$ cat config.mk
export PLATFORM = sky130hd
export DESIGN_NAME = rst_sequencer
export DESIGN_NICKNAME = d
export VERILOG_FILES = /design/src/rtl/rst_sequencer.sv
export SDC_FILE = /design/constraint.sdc
export NUM_CORES = 1
export LEC_CHECK = 0
export BUFFER_PORTS_ARGS = -buffer_cell sky130_fd_sc_hd__buf_2
export CORE_UTILIZATION = 34
export CTS_CLUSTER_SIZE = 16
export DETAILED_ROUTE_END_ITERATION = 8
export MAX_ROUTING_LAYER = met4
export PLACE_DENSITY = 0.5
export REMOVE_ABC_BUFFERS = 1
export SLEW_MARGIN = 10
export SYNTH_ARGS = -nofsm -noshare
export SYNTH_HDL_FRONTEND = slang
export SYNTH_SLANG_ARGS = --single-unit
$ cat constraint.sdc
create_clock -name sys_clk -period 2.4 [get_ports sys_clk]
set_input_delay 0 -clock sys_clk [delete_from_list [all_inputs] [get_ports sys_clk]]
set_output_delay 0 -clock sys_clk [all_outputs]
set_load 0.01 [all_outputs]
$ cat src/rtl/rst_sequencer.sv
// Power-up / reset sequencer: pulses the PLL reset, waits for lock, debounces the
// reset key and holds the Qsys system in reset for a fixed interval before release.
module rst_sequencer #(
  parameter int PLL_ARESET_CYCLES = 16,
  parameter int LOCK_TIMEOUT      = 500000,
  parameter int HOLD_CYCLES       = 1024,
  parameter int DEBOUNCE_CYCLES   = 1000000
) (
  input  logic       sys_clk,
  input  logic       sys_rst,
  input  logic       key_rst_n,
  input  logic       pll_locked,
  output logic       pll_areset,
  output logic       qsys_rst_n,
  output logic       rst_done,
  output logic [7:0] retry_cnt
);

  localparam int MAX_AT  = (PLL_ARESET_CYCLES > LOCK_TIMEOUT) ? PLL_ARESET_CYCLES : LOCK_TIMEOUT;
  localparam int MAX_CNT = (MAX_AT > HOLD_CYCLES) ? MAX_AT : HOLD_CYCLES;
  localparam int CNT_W   = $clog2(MAX_CNT + 1);
  localparam int DB_W    = $clog2(DEBOUNCE_CYCLES + 1);

  localparam logic [CNT_W-1:0] ARESET_LAST  = CNT_W'(PLL_ARESET_CYCLES - 1);
  localparam logic [CNT_W-1:0] TIMEOUT_LAST = CNT_W'(LOCK_TIMEOUT - 1);
  localparam logic [CNT_W-1:0] HOLD_LAST    = CNT_W'(HOLD_CYCLES - 1);
  localparam logic [DB_W-1:0]  DB_LAST      = DB_W'(DEBOUNCE_CYCLES - 1);

  typedef enum logic [2:0] {
    PLL_RST   = 3'd0,
    WAIT_LOCK = 3'd1,
    HOLD      = 3'd2,
    KEY       = 3'd3,
    RUN       = 3'd4
  } state_t;

  logic [1:0]       lock_sync_q, lock_sync_d;
  logic [1:0]       key_sync_q, key_sync_d;
  logic             key_stable_q, key_stable_d;
  logic [DB_W-1:0]  db_cnt_q, db_cnt_d;
  state_t           state_q, state_d;
  logic [CNT_W-1:0] cnt_q, cnt_d;
  logic [7:0]       retry_q, retry_d;
  logic             pll_areset_q, pll_areset_d;
  logic             qsys_rst_n_q, qsys_rst_n_d;
  logic             rst_done_q, rst_done_d;

  logic locked_s;
  logic key_s;
  logic key_pressed;
  logic lock_fail;

  assign locked_s    = lock_sync_q[1];
  assign key_s       = key_sync_q[1];
  assign key_pressed = !key_stable_q;

  always_comb begin
    lock_sync_d  = {lock_sync_q[0], pll_locked};
    key_sync_d   = {key_sync_q[0], key_rst_n};

    // A change is accepted only after it has persisted for DEBOUNCE_CYCLES samples.
    key_stable_d = key_stable_q;
    db_cnt_d     = '0;
    if (key_s != key_stable_q) begin
      if (db_cnt_q == DB_LAST) begin
        key_stable_d = key_s;
      end else begin
        db_cnt_d = db_cnt_q + 1'b1;
      end
    end

    state_d   = state_q;
    lock_fail = 1'b0;
    case (state_q)
      PLL_RST: begin
        if (cnt_q == ARESET_LAST) state_d = WAIT_LOCK;
      end
      WAIT_LOCK: begin
        if (locked_s) begin
          state_d = HOLD;
        end else if (cnt_q == TIMEOUT_LAST) begin
          state_d   = PLL_RST;
          lock_fail = 1'b1;
        end
      end
      HOLD: begin
        if (!locked_s) begin
          state_d   = PLL_RST;
          lock_fail = 1'b1;
        end else if (key_pressed) begin
          state_d = KEY;
        end else if (cnt_q == HOLD_LAST) begin
          state_d = RUN;
        end
      end
      KEY: begin
        if (!locked_s) begin
          state_d   = PLL_RST;
          lock_fail = 1'b1;
        end else if (!key_pressed) begin
          state_d = HOLD;
        end
      end
      RUN: begin
        if (!locked_s) begin
          state_d   = PLL_RST;
          lock_fail = 1'b1;
        end else if (key_pressed) begin
          state_d = KEY;
        end
      end
      default: state_d = PLL_RST;
    endcase

    cnt_d = (state_d != state_q) ? '0 : cnt_q + 1'b1;

    retry_d = retry_q;
    if (lock_fail && (retry_q != 8'hFF)) retry_d = retry_q + 8'd1;

    // Outputs decode the next state so they change on the same edge as the state.
    pll_areset_d = (state_d == PLL_RST);
    qsys_rst_n_d = (state_d == RUN);
    rst_done_d   = (state_d == RUN);
  end

  always_ff @(posedge sys_clk or posedge sys_rst) begin
    if (sys_rst) begin
      lock_sync_q  <= 2'b00;
      key_sync_q   <= 2'b11;
      key_stable_q <= 1'b1;
      db_cnt_q     <= '0;
      state_q      <= PLL_RST;
      cnt_q        <= '0;
      retry_q      <= 8'd0;
      pll_areset_q <= 1'b1;
      qsys_rst_n_q <= 1'b0;
      rst_done_q   <= 1'b0;
    end else begin
      lock_sync_q  <= lock_sync_d;
      key_sync_q   <= key_sync_d;
      key_stable_q <= key_stable_d;
      db_cnt_q     <= db_cnt_d;
      state_q      <= state_d;
      cnt_q        <= cnt_d;
      retry_q      <= retry_d;
      pll_areset_q <= pll_areset_d;
      qsys_rst_n_q <= qsys_rst_n_d;
      rst_done_q   <= rst_done_d;
    end
  end

  assign pll_areset = pll_areset_q;
  assign qsys_rst_n = qsys_rst_n_q;
  assign rst_done   = rst_done_q;
  assign retry_cnt  = retry_q;

endmodule

==> impl_metrics.env <==
export IMPL_h_tree_depth=3
export IMPL_vias=2087
export IMPL_viasPerCell=4.945
export IMPL_avgSynthCellArea_um2=9.953
export IMPL_initial_core_util=0.3482
export IMPL_port_buffers=14
export IMPL_end_kind="register"
export IMPL_setup_tns_ns=0
export IMPL_crit_path_start_kind="register"
export IMPL_hold_violations=0
export IMPL_path_cells="or4_1 > or3_1 > o31a_1 > nand2b_4 > mux2_4"
export IMPL_period_share=0.9587
export IMPL_clock_sinks=57
export IMPL_p_comb_frac=0.136
export IMPL_finClkSkew_ns=0.01109
export IMPL_layout_drive_gt1_share=0.1420
export IMPL_switching_share=0.2557
export IMPL_synth_edf_count=0
export IMPL_grt_setup_unrepaired="no"
export IMPL_fill_cells=801
export IMPL_grt_max_degree=29
export IMPL_diodes=0
export IMPL_hpwl_mm=3.935
export IMPL_dr_pass1_iters=4
export IMPL_post_route_drc_count=0
export IMPL_cp_required_ns=2.62
export IMPL_fmax_mhz=434.6
export IMPL_crit_slowest_cell="or4_1"
export IMPL_synth_area_um2=2846
export IMPL_fp_dieH_um=93.50
export IMPL_numCtsBuffers=9
export IMPL_clockRootBuffer="clkbuf_8"
export IMPL_crit_fanout=7
export IMPL_critPathArrivalTime_ns=2.52
export IMPL_synth_seq_cells=57
export IMPL_synthDistinctLibCells=41
export IMPL_fp_row_count=33
export IMPL_drtAntennaViolNets=0
export IMPL_area_delta_synth_final_pct=17.85
export IMPL_ir_worst_vdd_mv=0.3074
export IMPL_slew_viol_final=0
export IMPL_seqPwrFrac=0.432
export IMPL_cts_path_max_buffers=2
export IMPL_place_congestion=0.7751
export IMPL_status="finished clean"
export IMPL_grt_pass1_wl_mm=9.735
export IMPL_wirelength_mm=5.709
export IMPL_async_flop_share=1.000
export IMPL_critPathKind="register to register"
export IMPL_insertion_delay_ns=0.33
export IMPL_cts_resized=0
export IMPL_cpPeakStageDelay_ns=0.53
export IMPL_synth_top_area_frac=0.4659
export IMPL_clk_pin_slew_ns=0.07
export IMPL_period_minus_slack_ns=2.301
export IMPL_antenna_found_initial=0
export IMPL_dieArea_um2=8742
export IMPL_worstMarginPinSlew_ns=0.6084
export IMPL_yosysTopAreaCell="dfrtp_1"
export IMPL_grt_overflow=0
export IMPL_ys_flop_type="dfrtp_1"
export IMPL_slew_headroom=0.5938
export IMPL_synthTopCellsByArea="dfrtp_1, xnor2_1, nor3_1"
export IMPL_ios=15
export IMPL_tritoncts="built"
export IMPL_yosysWarningCount=0
export IMPL_setup_viol=0
export IMPL_final_net_count=319
export IMPL_holdCritPathClass="primary input to asynchronous set/reset pin"
export IMPL_drtIter0Drc=72
export IMPL_power_leakage_uw=0.001451
export IMPL_yosysSeqAreaShare=0.5029
export IMPL_post_drt_wl_per_cell_um=13.53
export IMPL_drv_cap=0
export IMPL_track_usage=0.1515
export IMPL_syn_inst=286
export IMPL_final_cell_mix="dfrtp_1, nor2_1, nor3_1"
export IMPL_switching_power_uw=669.7
export IMPL_grt_pass1_vias=2024
export IMPL_layout_commonest_cell="dfrtp_1"
export IMPL_design_area_um2=3354
export IMPL_postLayoutCoreUtil=0.4103
export IMPL_power_density_nw_per_um2=780.6
export IMPL_core_um2=8175
export IMPL_p_clk_frac=0.432
export IMPL_dpl_instance_area_um2=3070
export IMPL_p_int_uw=1949
export IMPL_die_width_um=93.50
registers in the layout, indices dropped and copies added, names as in the netlist, 2 cells and up:
signal       cells
lock_sync_q      2
retry_cnt        8
key_sync_q       2
cnt_q           19
state_q          3
db_cnt_q        20
path summary, 6_finish.rpt:
check,startpoint,to,slack (ns),depth (start not counted)
setup / recovery,cnt_q[6],retry_cnt[1],0.1,5
hold / removal,sys_rst,db_cnt_q[13],0.28,3
setup reg to reg,cnt_q[6],retry_cnt[1],0.1,5
hold reg to reg,lock_sync_q[0],lock_sync_q[1],0.34,0
max in group asynchronous,sys_rst,pll_areset,1.39,4
min in group sys_clk,key_rst_n,key_sync_q[0],0.31,2
power groups by stage:
stage               combinational [uW]  clock [uW]  sequential (uW)
global placement                   356           0             1150
floorplan                          214           0             1150
finish                             356        1130             1130
detailed placement                 359           0             1150
CTS                                363        1170             1130
global route                       406        1210             1150
cell usage after synthesis, types with 2 or more instances:
library cell  instances
inv_1                 5
nor4b_1               2
dfrtp_1              53
nor4_1                5
nand4_1               9
nor3b_1               3
nand2_1              23
ha_1                  3
xnor2_1              26
nor3_1               32
xor2_1               18
or4_1                 3
clkbuf_1              6
nand2b_1              6
dfstp_2               4
and4_1                5
nor2_1               33
or3_1                 3
a21oi_1               3
buf_4                 2
nand3_1              13
and2_1                4
o21ai_1               2
and3_1                6
metal layers:
| metal | track usage | share of wire |
|---|---|---|
| met1 | 0.2024 | 0.51 |
| met2 | 0.2163 | 0.44 |
| met3 | 0.03252 | 0.028 |
| met4 | 0.07692 | 0.021 |
| met5 | - | 0 |
critical path: cells and delay by family (launching register included):
kind	cells	cell delay (ns)
compound gates	1	0.40
flops	1	0.42
mux	1	0.31
simple gates	3	1.07
through the flow:
| stage | total power [uW] | worst slack, ns | cells | hold slack (ns) |
|---|---|---|---|---|
| floorplan | 1361 | 0.1745 | 277 | 0.004478 |
| global route | 2763 | 0.01564 | 422 | 0.3039 |
| finish | 2619 | 0.09910 | 422 | 0.2832 |
| detailed placement | 1506 | 0.1071 | 403 | 0.1070 |
| CTS | 2664 | 0.1173 | 422 | 0.2819 |
| global placement | 1504 | 0.1430 | 403 | 0.1069 |
cells by family (layout without fill, tap and decap cells):
kind of cell,Yosys count,in the layout,synth area share
AO/OA/AOI/OAI,15,15,0.04308
XOR/XNOR,44,44,0.1354
adder cells (fa/ha/maj),3,3,0.01319
buffers and inverters,14,45,0.02154
flip-flops,57,57,0.5029
multiplexers,2,2,0.009229
AND/OR/NAND/NOR,151,151,0.2747
layout make-up:
class	count	area, um2	area share
Sequential cell	57	1431	0.4267
Clock inverter	4	98.84	0.02947
Clock buffer	12	155.1	0.04625
Multi-Input combinational cell	215	1354	0.4036
Tap cell	105	131.4	0.03916
Inverter	5	18.77	0.005595
Timing Repair Buffer	24	165.2	0.04924
repair_timing:
action                                 4_1_cts  5_1_grt
setup buffers                                0        0
hold buffers                                 3        0
setup endpoints to repair                    0        0
endpoints found under the hold margin       26        0
Power figures use the tool's default switching activity.
